===== src/rtl/chu_pwm_mc_core_if.sv =====
// FPro MMIO slot bus seen by the multi-channel PWM core.
interface chu_pwm_mc_core_if;
  logic        cs;
  logic        read;
  logic        write;
  logic [4:0]  addr;
  logic [31:0] wr_data;
  logic [31:0] rd_data;

  modport master (output cs, read, write, addr, wr_data, input rd_data);
  modport slave  (input cs, read, write, addr, wr_data, output rd_data);
endinterface


===== src/rtl/chu_pwm_mc_core.sv =====
// Multi-channel PWM slot: shared prescaler, edge/center counter, double-buffered duty.
// Define PWM_WRAP_IRQ_EN to get the sticky wrap flag, ctrl bit2 irq enable and irq output.
module chu_pwm_mc_lane #(
  parameter int R = 10
) (
  input  logic         clk,
  input  logic         reset_n,
  input  logic         wr,
  input  logic         load,
  input  logic         en,
  input  logic [31:0]  wr_data,
  input  logic [R-1:0] cnt,
  output logic [R:0]   shadow,
  output logic         pwm
);
  localparam logic [31:0] FULL = 32'd1 << R;

  logic [R:0] duty_in, shadow_d, active;

  // Anything above full scale is stored as full scale (always high).
  assign duty_in  = (wr_data > FULL) ? FULL[R:0] : wr_data[R:0];
  assign shadow_d = wr ? duty_in : shadow;

  always_ff @(posedge clk) begin
    if (!reset_n) begin
      shadow <= '0;
      active <= '0;
      pwm    <= 1'b0;
    end else begin
      shadow <= shadow_d;
      if (load) active <= shadow_d;
      pwm <= en & ({1'b0, cnt} < active);
    end
  end
endmodule

module chu_pwm_mc_core #(
  parameter int W = 8,
  parameter int R = 10
) (
  input  logic                   clk,
  input  logic                   reset_n,
  chu_pwm_mc_core_if.slave       bus,
  output logic [W-1:0]           pwm,
  output logic                   irq
);
  localparam logic [R-1:0] CMAX = '1;
  localparam logic [R-1:0] ONE  = R'(1);

  typedef struct packed {
    logic irq_en;
    logic mode;
    logic en;
  } ctrl_t;

  typedef enum logic {DIR_UP, DIR_DN} dir_t;

  logic [31:0]       dvsr, q;
  ctrl_t             ctrl, ctrl_d;
  logic              mode_act;
  logic [R-1:0]      cnt, cnt_nxt;
  dir_t              dir, dir_nxt;
  logic              tick, boundary, load, status;
  logic              wr_en, wr_dvsr, wr_ctrl;
  logic [W-1:0]      lane_wr;
  logic [W-1:0][R:0] shadow;
  logic              unused;

  assign wr_en   = bus.cs & bus.write;
  assign wr_dvsr = wr_en & (bus.addr == 5'd0);
  assign wr_ctrl = wr_en & (bus.addr == 5'd1);
  assign unused  = bus.read;

  always_comb begin
    ctrl_d = ctrl;
    if (wr_ctrl) ctrl_d = ctrl_t'(bus.wr_data[2:0]);
`ifndef PWM_WRAP_IRQ_EN
    ctrl_d.irq_en = 1'b0;
`endif
  end

  assign tick = ctrl.en & (q == dvsr);

  // Counter direction FSM; mode_act only changes on a boundary so a period never mixes modes.
  always_comb begin
    cnt_nxt  = cnt;
    dir_nxt  = dir;
    boundary = 1'b0;
    if (!ctrl.en) begin
      cnt_nxt = '0;
      dir_nxt = DIR_UP;
    end else if (tick) begin
      if (!mode_act) begin
        cnt_nxt  = cnt + ONE;
        dir_nxt  = DIR_UP;
        boundary = (cnt == CMAX);
      end else begin
        case (dir)
          DIR_UP: begin
            if (cnt == CMAX) begin
              cnt_nxt = cnt - ONE;
              dir_nxt = DIR_DN;
            end else begin
              cnt_nxt = cnt + ONE;
            end
          end
          DIR_DN: begin
            cnt_nxt = cnt - ONE;
            if (cnt == ONE) begin
              boundary = 1'b1;
              dir_nxt  = DIR_UP;
            end
          end
          default: dir_nxt = DIR_UP;
        endcase
      end
    end
  end

  // While disabled, shadow writes fall straight through to the active duty.
  assign load = boundary | ~ctrl.en;

  always_ff @(posedge clk) begin
    if (!reset_n) begin
      dvsr     <= '0;
      ctrl     <= '0;
      q        <= '0;
      cnt      <= '0;
      dir      <= DIR_UP;
      mode_act <= 1'b0;
    end else begin
      if (wr_dvsr) dvsr <= bus.wr_data;
      ctrl <= ctrl_d;
      q    <= (!ctrl.en || wr_dvsr || tick) ? '0 : q + 32'd1;
      cnt  <= cnt_nxt;
      dir  <= dir_nxt;
      if (!ctrl.en || boundary) mode_act <= ctrl_d.mode;
    end
  end

`ifdef PWM_WRAP_IRQ_EN
  logic wr_stat;
  assign wr_stat = wr_en & (bus.addr == 5'd2);

  always_ff @(posedge clk) begin
    if (!reset_n)      status <= 1'b0;
    else if (boundary) status <= 1'b1;
    else if (wr_stat)  status <= 1'b0;
  end

  assign irq = status & ctrl.irq_en;
`else
  assign status = 1'b0;
  assign irq    = 1'b0;
`endif

  for (genvar i = 0; i < W; i++) begin : g_lane
    assign lane_wr[i] = wr_en & (bus.addr == 5'(16 + i));
    chu_pwm_mc_lane #(.R(R)) u_lane (
      .clk     (clk),
      .reset_n (reset_n),
      .wr      (lane_wr[i]),
      .load    (load),
      .en      (ctrl.en),
      .wr_data (bus.wr_data),
      .cnt     (cnt),
      .shadow  (shadow[i]),
      .pwm     (pwm[i])
    );
  end

  always_comb begin
    bus.rd_data = '0;
    case (bus.addr)
      5'd0:    bus.rd_data = dvsr;
      5'd1:    bus.rd_data = {29'd0, ctrl};
      5'd2:    bus.rd_data = {31'd0, status};
      default: begin
        for (int i = 0; i < W; i++)
          if (bus.addr == 5'(16 + i)) bus.rd_data = 32'(shadow[i]);
      end
    endcase
  end
endmodule

===== src/flat_wrapper.sv =====
// flat-port wrapper written by rule: the top's interface ports become plain ports
module chu_pwm_mc_core_flat 
#(
  parameter int W = 8,
  parameter int R = 10
)
  (clk, reset_n, pwm, irq, bus_cs, bus_read, bus_write, bus_addr, bus_wr_data, bus_rd_data);
  chu_pwm_mc_core_if bus_i ();
  input  logic clk;
  input  logic reset_n;
  output logic [W-1:0] pwm;
  output logic irq;
  input wire logic [$bits(bus_i.cs)-1:0] bus_cs;
  input wire logic [$bits(bus_i.read)-1:0] bus_read;
  input wire logic [$bits(bus_i.write)-1:0] bus_write;
  input wire logic [$bits(bus_i.addr)-1:0] bus_addr;
  input wire logic [$bits(bus_i.wr_data)-1:0] bus_wr_data;
  output wire logic [$bits(bus_i.rd_data)-1:0] bus_rd_data;
  assign bus_i.cs = bus_cs;
  assign bus_i.read = bus_read;
  assign bus_i.write = bus_write;
  assign bus_i.addr = bus_addr;
  assign bus_i.wr_data = bus_wr_data;
  assign bus_rd_data = bus_i.rd_data;
  chu_pwm_mc_core #(.W(W), .R(R)) u_core (.clk(clk), .reset_n(reset_n), .bus(bus_i), .pwm(pwm), .irq(irq));
endmodule

===== config.mk =====
export PLATFORM = sky130hd
export DESIGN_NAME = chu_pwm_mc_core_flat
export DESIGN_NICKNAME = d
export VERILOG_FILES = /design/src/rtl/chu_pwm_mc_core_if.sv /design/src/rtl/chu_pwm_mc_core.sv /design/src/flat_wrapper.sv
export SDC_FILE = /design/constraint.sdc
export NUM_CORES = 1
export LEC_CHECK = 0
export CAP_MARGIN = 40
export CORE_MARGIN = 2
export CORE_UTILIZATION = 61
export CTS_CLUSTER_DIAMETER = 50
export CTS_CLUSTER_SIZE = 14
export DETAILED_ROUTE_END_ITERATION = 10
export MAX_ROUTING_LAYER = met4
export PLACE_DENSITY = 0.81
export SYNTH_ARGS = -nofsm -noshare
export SYNTH_HDL_FRONTEND = slang
export SYNTH_SLANG_ARGS = --single-unit

===== constraint.sdc =====
create_clock -name clk -period 4.8 [get_ports clk]
set_input_delay 0.48 -clock clk [delete_from_list [all_inputs] [get_ports clk]]
set_output_delay 0.48 -clock clk [all_outputs]
set_load 0.05 [all_outputs]

# --- Word level (Yosys, flattened, before mapping) ---
# Cells that the tools add are included.
totals:
  wordCells: 118
  register_bits: 262
  out_inout_bits: 41
classes:
  bitwise_logic: 24
  n_lt_le_gt_ge: 9
  muxes: 31
  add_sub_neg: 3
  n_reduce_logical: 7
  eq_ne: 13
ops:
  columns: ["operator", "count"]
  rows:
  - ["two-way mux 11 bit", 17]
  - ["one-hot mux 32 bit (3 select lines)", 1]
  - ["less-than comparator 10 x 11 -> 1 bit", 8]
  - ["== test 5 bit (second input constant)", 8]
  - ["adder 32 x 1 -> 32 bit (second input constant)", 1]
  - ["== test 32 bit", 1]
  - ["greater-than comparator 32 x 11 -> 1 bit (second input constant)", 1]
  - ["bitwise AND 1 bit", 20]
  - ["two-way mux 10 bit", 2]
  - ["one-hot mux 10 bit (2 select lines)", 1]
  - ["adder 10 x 1 -> 10 bit (second input constant)", 1]
  - ["== test 10 x 1 -> 1 bit (second input constant)", 1]
  - ["== test 10 bit (second input constant)", 1]
  - ["subtractor 10 x 1 -> 10 bit (second input constant)", 1]
  - ["two-way mux 1 bit", 8]
  - ["== test 5 x 1 -> 1 bit (second input constant)", 1]
  - ["== test 5 x 2 -> 1 bit (second input constant)", 1]
  - ["logical NOT 5 bit", 1]
  - ["logical OR 1 bit", 3]
  - ["inverter 1 bit", 3]
  - ["two-way mux 2 bit", 1]
  - ["one-hot mux 1 bit (2 select lines)", 1]
  - ["AND reduction 2 bit", 1]
  - ["OR reduction 2 bit", 1]
  - ["other kinds (2)", 2]

# --- Longest topological paths before layout ---
# Gate-level depths: netlist of the first run.
depth:
  depth_word: 10
  depth_mapped: 9

# --- By module ---
# From an unflattened synthesis of the first run, not the netlist that was laid out.
hier_totals:
  hier_cells: 1902
  area_unflattened_um2: 15313.4
modules_own_cells:
  columns: ["mod", "seq_area_each_um2", "cells_each", "area_per_inst_um2", "n_inst"]
  rows:
  - ["chu_pwm_mc_lane", 460.4, 156, 1263.7, 8]
  - ["chu_pwm_mc_core", 1561.5, 654, 5203.7, 1]

# --- Worst setup path before layout of the first run ---
# OpenSTA, ideal clock, no wires.
synth_path:
  path_kind: "input-to-output"
  from: "in bus_addr[0]"
  to: "out bus_rd_data[1]"
  t_arrival_ns: 2.773
  cell_stages: 7
  n_path_buf: 2
  path_slack_ns: 1.547
  cell_sequence: "buf_2 or2_2 clkbuf_1 nor2_2 a221o_1 a21oi_1 a221oi_1"
synth_between:
  elab_chain_len: 10
  word_cells_on_any_way: 20
  classes_between: "eq/ne (10); mux (9); reduce/logical (1)"
synth_lines:
  columns: ["element", "line", "source"]
  rows:
  - ["from (decl)", "flat_wrapper.sv:16", "input wire logic [$bits(bus_i.addr)-1:0] bus_addr;"]
  - ["== test 5 bit", "chu_pwm_mc_core.sv:180", "if (bus.addr == 5'(16 + i)) bus.rd_data = 32'(shadow[i]);"]
  - ["two-way mux 11 bit (8 in a row)", "chu_pwm_mc_core.sv:180", null]
  - ["one-hot mux 32 bit (3 select lines) (*)", "chu_pwm_mc_core.sv:174", "case (bus.addr)"]
  - ["to (decl)", "flat_wrapper.sv:18", "output wire logic [$bits(bus_i.rd_data)-1:0] bus_rd_data;"]
# Mark *: on every way between the ends. The rest lies on a longest branch, timed or not.

# --- Worst setup path in the final report of the first run ---
layout_path:
  from: "in bus_addr[0]"
  to: "out bus_rd_data[6]"
# The elaborated chain is that of the path after synthesis.

==> metrics.csv, run 1 <==
metric,value,unit
design_area,15400,sq um
synth_cell_type_count,73,
clk_pin_slew,60,ps
fmax,255,MHz
vias,11700,
avgRoutedWirePerCell,20.4,um
start_util,0.622,
critPathMaxFanout,14,
ys_warn_count,0,
grt_pass1_wl,60.7,mm
power_density,293,nW/um^2
core,21800,sq um
slew_headroom,0.381,
ys_dominant_reg_cell,dfxtp_1,
worst-slew-pin-transition,927,ps
fin_util,0.705,
worstSetupPathType,input pin to primary output,
peakVddDrop,0.000286,V
report.final.slew_viol_count,0,
clockBufferDepth,3,
synthArstFlopShare,0,
antenna_found_initial,0,
drtPass1Iterations,8,
synth_cells,1561,
numClockSinks,262,
n_fill_cell,1702,
rsz0062_at_grt,no,
synth_seq_cells,262,
maxCapViolCount,0,
syn2layout_area_growth,13.3,%
io-pin-count,83,
period_share,0.816,
routed_wirelength,38.8,mm
regArea,5250,sq um
cts_max_level,1,
cts_setup_buffers,0,
die_h,153,um
hp-class,flip-flop to flip-flop,
overflow,0,
cts-root-buf,clkbuf_16,
finalSetupViolCount,0,
placed_cells,1849,
grt_pass1_vias,11200,
hold_viol,0,
dp_hpwl,27.5,mm
cts_tree,done,
syn_nets,1679,
syn_area,13600,sq um
grt_max_degree,81,
track_usage,0.333,
drt-initial-drc-count,1134,
io_buffers,80,
worstPathRequired,4320,ps
cts-buffers-inserted,27,
period_needed,3920,ps
row_count,54,
end_kind,primary output,
startpoint_type,input pin,
cts_resized,0,
p_leak,6.06,nW
place_area,14500,sq um
fin_skew,15.3,ps
worstSkewPairLatency,540,ps
drc,0,
ant_nets,0,
dieArea,23500,sq um
nNetsFinal,1717,
drive_above_1_share,0.111,
syn_area_per_cell,8.69,sq um
synth_edf_count,0,
viasPerCell,6.16,
gp_congestion,1.00,
multi_input_area,7470,sq um
yosysSeqAreaShare,0.387,
ctsHoldBuffers,0,
cp.arrival,3440,ps
fin_setup_tns,0,ps
fp.dieW,153,um
fin_cells,1896,
status,"finished, final reports clean",
through the flow:
step / hold WS [ps] / power [mW] / setup slack, ps
2_1_floorplan: 440 / 2.33 / 1550
3_3_place_gp: 449 / 2.41 / 963
3_5_place_dp: 457 / 2.41 / 934
4_1_cts: 466 / 4.51 / 917
5_1_grt: 491 / 4.61 / 689
6_report: 468 / 4.50 / 882
worst max-delay path: stages:
cell and delay [ps]:
clkdlybuf4s50_1 880, nand2b_1 310, nor2_1 520, a222oi_1 210, nand3_1 190, clkdlybuf4s50_1 830
layer usage:
metal  track usage  vias to the layer above  part of all wire
met4         0.117                        0             0.038
met5             -                        -                 0
met1         0.445                     5563              0.42
met3        0.0479                       99             0.086
met2         0.520                      524              0.45
li1              -                     5497                 -
logic make-up after synthesis:
group	count (synthesis)	synth area share
other	1	0.000276
AOI/OAI and AO/OA	317	0.180
and+or+nand+nor	589	0.207
DFF	262	0.387
xor gates and xnor gates	66	0.0426
buffers and inverters	191	0.0648
adders and majority gates	76	0.0701
muxes	59	0.0483
final timing paths:
check | from | to | slack, ps | depth (start not counted)
setup / recovery | bus_addr[0] | bus_rd_data[6] | 880 | 6
hold reg to reg | u_core.g_lane[2].u_lane.active[10] | u_core.g_lane[2].u_lane.active[10] | 470 | 2
hold / removal | u_core.g_lane[2].u_lane.active[10] | u_core.g_lane[2].u_lane.active[10] | 470 | 2
setup reg to reg | u_core.cnt[0] | u_core.g_lane[6].u_lane.active[5] | 1460 | 8
cells in the final DEF (no fill, tap or decap), types with 10 or more instances in the layout:
cell             synthesis  final
clkdlybuf4s50_1          0     74
nand2_1                164    164
and3_1                  35     35
nand3_1                 33     33
nand2b_1                21     21
a31oi_1                 31     31
a211oi_1                19     19
nor2b_1                 24     24
mux2i_1                 52     52
xnor2_1                 18     18
xor2_1                  48     48
nand4_1                 11     11
a211oi_2                60     60
o21ai_0                 39     39
ha_1                    76     76
nor3_1                  14     12
dfxtp_1                262    262
inv_1                   87     87
a22oi_1                 10     10
nor2_1                 215    215
a21oi_1                 68     68
nor4_1                  16     16
clkbuf_16                0     27
and2_1                  19     19
buf_4                   19     32
state kept, by name (all words and copies together) (netlist names), 2 cells and up:
name                         count
u_core.g_lane.u_lane.active     88
u_core.g_lane.u_lane.shadow     88
u_core.dvsr                     32
u_core.q                        32
u_core.cnt                      10
u_core.g_lane.u_lane.pwm         8
u_core.ctrl                      2
layout make-up:
type / instances / share of cell area
clock inverter: 14 / 0.0109
timing repair buffer: 112 / 0.0713
antenna: 1 / 0.000163
sequential: 262 / 0.341
inverter: 88 / 0.0218
multi-input combinational: 1108 / 0.486
clock buffer: 31 / 0.0462
tap: 280 / 0.0228
report_power, final:
group | total, mW | internal, mW | switching (mW)
Combinational | 0.189 | 0.0635 | 0.126
Sequential | 2.18 | 2.18 | 0.00306
Clock | 2.13 | 1.22 | 0.907
Total | 4.50 | 3.46 | 1.04
synth_stat cells, types with 9 or more instances:
library cell,n,area share
ha_1,76,0.070
mux2i_1,52,0.038
xnor2_1,18,0.012
a22oi_1,10,0.0055
dfxtp_1,262,0.39
and3_1,35,0.016
nor2b_1,24,0.011
a211oi_2,60,0.055
clkbuf_1,49,0.014
a31oi_1,31,0.014
a211oi_1,19,0.011
o21ai_0,39,0.014
xor2_1,48,0.031
buf_2,25,0.0092
inv_1,87,0.024
a21o_1,9,0.0050
nor2_1,215,0.059
o21ai_1,9,0.0033
nand4_1,11,0.0051
nand2_1,164,0.045
and2_1,19,0.0088
o21a_1,9,0.0050
buf_4,19,0.011
nand2b_1,21,0.0097
nand3_1,33,0.012
a21oi_1,68,0.025
nor3_1,14,0.0052
nor4_1,16,0.0074
(Power assumes the default switching activity.)
==> run 2, diff against run 1 <==
- CORE_UTILIZATION: 61 -> 54
- PLACE_DENSITY: 0.81 -> 0.75
- clock period: 4.8 -> 3.5 ns (I/O delays scaled with it)
==> run 2 against run 1 <==
  * Sequential share of layout area fell by 1.7 points
  * Design area rose by 5.3%
  * Via count up 1.4%
  * Non-clock buffer count is 28 higher
  * Register-to-register slack got worse by 910 ps
  * First-iteration DRC count up 2.3%
  * Final cell count up 4.4%
  * Total power up 48%
  * Largest cell class unchanged
==> metrics.csv, run 2 (synthesis results as in run 1) <==
metric,value,unit,change
multi_input_area,7470,sq um,about the same
routed_wirelength,40.9,mm,+5.6%
power,6.68,mW,+48%
die_h,163,um,+6.1%
n_fill_cell,2009,,+18%
cts_setup_buffers,0,,unchanged
avgRoutedWirePerCell,20.7,um,+1.1%
hp-class,input pin to flip-flop,,
cts_resized,0,,unchanged
nNetsFinal,1747,,+1.7%
power_density,413,nW/um^2,+41%
fin_skew,20.0,ps,+4.60 ps
reg.largest.list,"u_core.g_lane.u_lane.active: 88 flops, u_core.g_lane.u_lane.shadow: 88 flops",,
p_leak,6.45,nW,+6.3%
cts-buffers-inserted,29,,+7.4%
worstSetupPathType,input pin to primary output,,
drtPass1Iterations,7,,-1
clockBufferDepth,3,,unchanged
status,"finished, final reports clean",,
holdWs,389,ps,-78.6 ps
critPathMaxFanout,10,,-4
fin_setup_tns,0,ps,unchanged
cp.arrival,2900,ps,-540 ps
worst-slew-pin-transition,719,ps,-207 ps
regArea,5250,sq um,unchanged
dieArea,26400,sq um,+13%
worstPathCellList,"clkdlybuf4s50_1, nand3b_2, nor2_1, a221o_1, a21oi_1, a221oi_1, buf_4, buf_12",,
drive_above_1_share,0.147,,+0.0353
placed_cells,1928,,+4.3%
place_ws,367,ps,-568 ps
period_needed,3250,ps,
ctsHoldBuffers,0,,unchanged
core,24900,sq um,+14%
slowest_stage,clkdlybuf4s50_1,,
clk_pin_slew,60,ps,about the same
rsz0062_at_grt,no,,
peakVddDrop,0.000324,V,+13%
report.final.slew_viol_count,0,,unchanged
start_util,0.545,,-0.0766
cts_max_level,1,,unchanged
final_cell_mix,"dfxtp_1, nor2_1, nand2_1, inv_1, ha_1",,
viasPerCell,5.99,,-2.9%
cts-root-buf,clkbuf_16,,
ant_nets,0,,unchanged
diodes,0,,-1
io_buffers,80,,unchanged
vias,11800,,+1.4%
startpoint_type,input pin,,
fin_ws,255,ps,-627 ps
fp.dieW,163,um,+6.1%
drt-initial-drc-count,1160,,+2.3%
max_stage_delay,700,ps,-180 ps
overflow,0,,unchanged
row_count,58,,+7.4%
layout_commonest_cell,dfxtp_1,,
numClockSinks,262,,unchanged
io-pin-count,83,,unchanged
cts_tree,done,,
end_kind,primary output,,
worstPathRequired,3150,ps,-1170 ps
dp_hpwl,29.1,mm,+5.8%
grt_max_degree,62,,-23%
finalSetupViolCount,0,,unchanged
grt_pass1_wl,63.4,mm,+4.5%
worstSkewPairLatency,550,ps,about the same
antenna_found_initial,0,,unchanged
period_share,0.927,,
hold_viol,0,,unchanged
grt_pass1_vias,11400,,+2.3%
fin_cells,1979,,+4.4%
fmax,308,MHz,
track_usage,0.318,,-0.0153
drc,0,,unchanged
maxCapViolCount,0,,unchanged
syn2layout_area_growth,19.3,%,
slew_headroom,0.520,,+0.139
gp_congestion,0.998,,-0.22%
## run 2: cell count changes in the layout (fill, tap and decap cells not counted), sizes merged
cell | before | now
clkbuf | 31 | 33
bufinv | 3 | 7
diode | 1 | 0
buf | 38 | 92
clkdlybuf4s50 | 74 | 48
## run 2: report_power, final
group	switching (mW)	internal, mW
clock network	1.30	2.11
logic	0.183	0.104
registers	0.00424	2.99
total	1.48	5.20
## run 2: through the flow
stage / cell area (sq um) / utilization
2_1_floorplan: 13600 / -
3_3_place_gp: 15100 / 0.607
3_5_place_dp: 15100 / 0.607
4_1_cts: 16200 / 0.650
5_1_grt: 16200 / 0.650
6_report: 16200 / 0.650
## run 2: critical path, delay by kind of cell
| family | cells | cell delay, ps |
|---|---|---|
| simple gates | 2 | 900 |
| compound gates | 3 | 590 |
| buf+inv | 3 | 1040 |
## run 2: path summary, 6_finish.rpt
kind,slack (ps),endpoint,cells past startpoint,start
hold / removal,390,u_core.dvsr[18],3,bus_wr_data[18]
setup reg to reg,550,u_core.q[26],7,u_core.dvsr[22]
hold reg to reg,470,u_core.g_lane[0].u_lane.active[8],2,u_core.g_lane[0].u_lane.active[8]
setup / recovery,250,bus_rd_data[1],8,bus_addr[2]
## run 2: layer usage
layer  track usage  vias to the layer above  wire length, um
met4         0.159                        0             2380
met2         0.515                      519            19000
met3        0.0446                      137             2920
met1         0.390                     5631            16700
met5             -                        -                0
li1              -                     5558                -
## run 2: area by class of cell
class,instances,area share
clock buffer,33,0.0476
timing repair buffer,140,0.102
tap,330,0.0255
inverter,88,0.0207
clock inverter,18,0.0188
sequential,262,0.324
multi-input combinational,1108,0.462
==> run 3, diff against run 2 <==
- PLACE_DENSITY: 0.75 -> 0.79
==> run 3 against run 2 <==
  * Sequential share of layout area grew 0.37 points
  * Worst setup slack gained 110 ps
  * Design area shrank 1.1%
  * Critical path type unchanged
  * Largest cell class unchanged
==> metrics.csv, run 3 (synthesis results as in run 1) <==
metric,value,unit,change
reg.largest.list,"u_core.g_lane.u_lane.active: 88 flops, u_core.g_lane.u_lane.shadow: 88 flops",,
hold_end,u_core.dvsr[31],,
end_kind,primary output,,
multi_input_area,7470,sq um,unchanged
grt_use_met3,0.0344,,-0.0102
hp-class,input pin to flip-flop,,
regArea,5250,sq um,unchanged
fin_ws,368,ps,+114 ps
io-pin-count,83,,unchanged
diodes,0,,unchanged
rr_startpoint,u_core.q[22],,
io_buffers,80,,unchanged
cts_max_level,1,,unchanged
worstSetupPathType,input pin to primary output,,
seqPwrFrac,0.474,,+0.027
place_area,15100,sq um,-0.41%
r2r_end,u_core.g_lane[4].u_lane.active[8],,
met2_usage,0.480,,-0.0352
track_usage,0.295,,-0.0232
die_h,163,um,unchanged
worstSkewPairLatency,550,ps,about the same
switching_power,1.49,mW,+0.54%
place_ws,441,ps,+74.3 ps
startpoint_type,input pin,,
gp_congestion,0.968,,-3.0%
fin_util,0.643,,-0.00739
fin_setup_tns,0,ps,unchanged
hold_viol,0,,unchanged
period_needed,3130,ps,-114 ps
power_density,394,nW/um^2,-4.4%
cts-buffers-inserted,29,,unchanged
slew_headroom,0.430,,-0.0900
period_share,0.895,,-0.0325
p_comb_frac,0.044,,about the same
reg2reg_slack,720,ps,+170 ps
viasPerCell,6.00,,+0.23%
peakVddDrop,0.000301,V,-7.2%
n_fill_cell,1946,,-3.1%
power,6.31,mW,-5.5%
finalSetupViolCount,0,,unchanged
dieArea,26400,sq um,unchanged
drtPass1Iterations,6,,-1
overflow,0,,unchanged
worstPathCellList,"clkdlybuf4s50_1, or2_2, nor2_2, a22o_1, a211oi_1, o22ai_1, a32o_1, buf_12",,
grt_pass1_vias,11300,,-1.1%
slowest_stage,clkdlybuf4s50_1,,
cts_tree,done,,
clk_pin_slew,70,ps,about the same
maxCapViolCount,0,,unchanged
cp.arrival,2780,ps,-120 ps
report.final.slew_viol_count,0,,unchanged
placed_cells,1923,,-0.26%
worstPathRequired,3150,ps,about the same
p_sw_frac,0.236,,+0.0142
holdWs,395,ps,+5.81 ps
reg2reg_depth,7,,unchanged
clockBufferDepth,3,,unchanged
p_clk_frac,0.483,,-0.027
fmax,319,MHz,+3.6%
fin_cells,1974,,-0.25%
dp_hpwl,27.9,mm,-4.1%
fin_skew,16.1,ps,-3.86 ps
numClockSinks,262,,unchanged
ctsHoldBuffers,0,,unchanged
worst-slew-pin-transition,852,ps,+132 ps
nNetsFinal,1742,,-0.29%
rsz0062_at_grt,no,,
drt-initial-drc-count,1069,,-7.8%
p_int,4.82,mW,-7.3%
cts_setup_buffers,0,,unchanged
row_count,58,,unchanged
max_stage_delay,780,ps,+80 ps
final_cell_mix,"dfxtp_1, nor2_1, nand2_1, inv_1, ha_1",,
cts-root-buf,clkbuf_16,,
antenna_found_initial,0,,unchanged
core,24900,sq um,unchanged
syn2layout_area_growth,18.0,%,
ant_nets,0,,unchanged
layout_commonest_cell,dfxtp_1,,
drc,0,,unchanged
vias,11800,,-0.025%
routed_wirelength,38.6,mm,-5.6%
min_path_cells,3,,unchanged
avgRoutedWirePerCell,19.6,um,-5.4%
fp.dieW,163,um,unchanged
grt_max_degree,75,,+21%
cts_resized,0,,unchanged
p_leak,6.34,nW,-1.7%
holdCritStartpoint,bus_wr_data[31],,
met1_usage,0.374,,-0.0162
drive_above_1_share,0.142,,-0.00442
grt.busiest_layer,met2,,
grt_pass1_wl,60.1,mm,-5.3%
status,"finished, final reports clean",,
start_util,0.545,,unchanged
design_area,16000,sq um,-1.1%
critPathMaxFanout,11,,+1
-- run 3: layout make-up --
class | instances | area share
clock buffer | 35 | 0.0480
tap | 330 | 0.0258
sequential | 262 | 0.328
timing repair buffer | 135 | 0.0990
multi-input combinational | 1108 | 0.467
inverter | 88 | 0.0210
clock inverter | 16 | 0.0116
-- run 3: power groups by stage --
stage / logic, mW / clock network [mW] / registers (mW)
floorplan: 0.145 / 0 / 3.06
global placement: 0.264 / 0 / 3.06
detailed placement: 0.267 / 0 / 3.06
CTS: 0.269 / 3.07 / 2.99
global route: 0.287 / 3.18 / 2.99
finish: 0.275 / 3.05 / 2.99
-- run 3: worst max-delay path by stage --
stage                            from        endpoint  slack [ps]  cells past startpoint
final                     bus_addr[1]  bus_rd_data[5]         370                      8
after CTS                 bus_addr[1]  bus_rd_data[5]         440                      8
after floorplan           bus_addr[0]  bus_rd_data[1]         510                      7
after global placement    bus_addr[1]  bus_rd_data[5]         460                      8
after detailed placement  bus_addr[1]  bus_rd_data[5]         440                      8
after global routing      bus_addr[1]  bus_rd_data[1]         330                      8
-- run 3: critical path, delay by kind of cell --
kind            cells  cell delay [ps]
compound gates      4             1100
buf+inv             2              940
simple gates        2              380
-- run 3: per-layer routing --
layer  part of all wire  wire, um
met1               0.42     16000
met4              0.043      1640
met2               0.46     17900
met5                  0         0
met3              0.078      3030
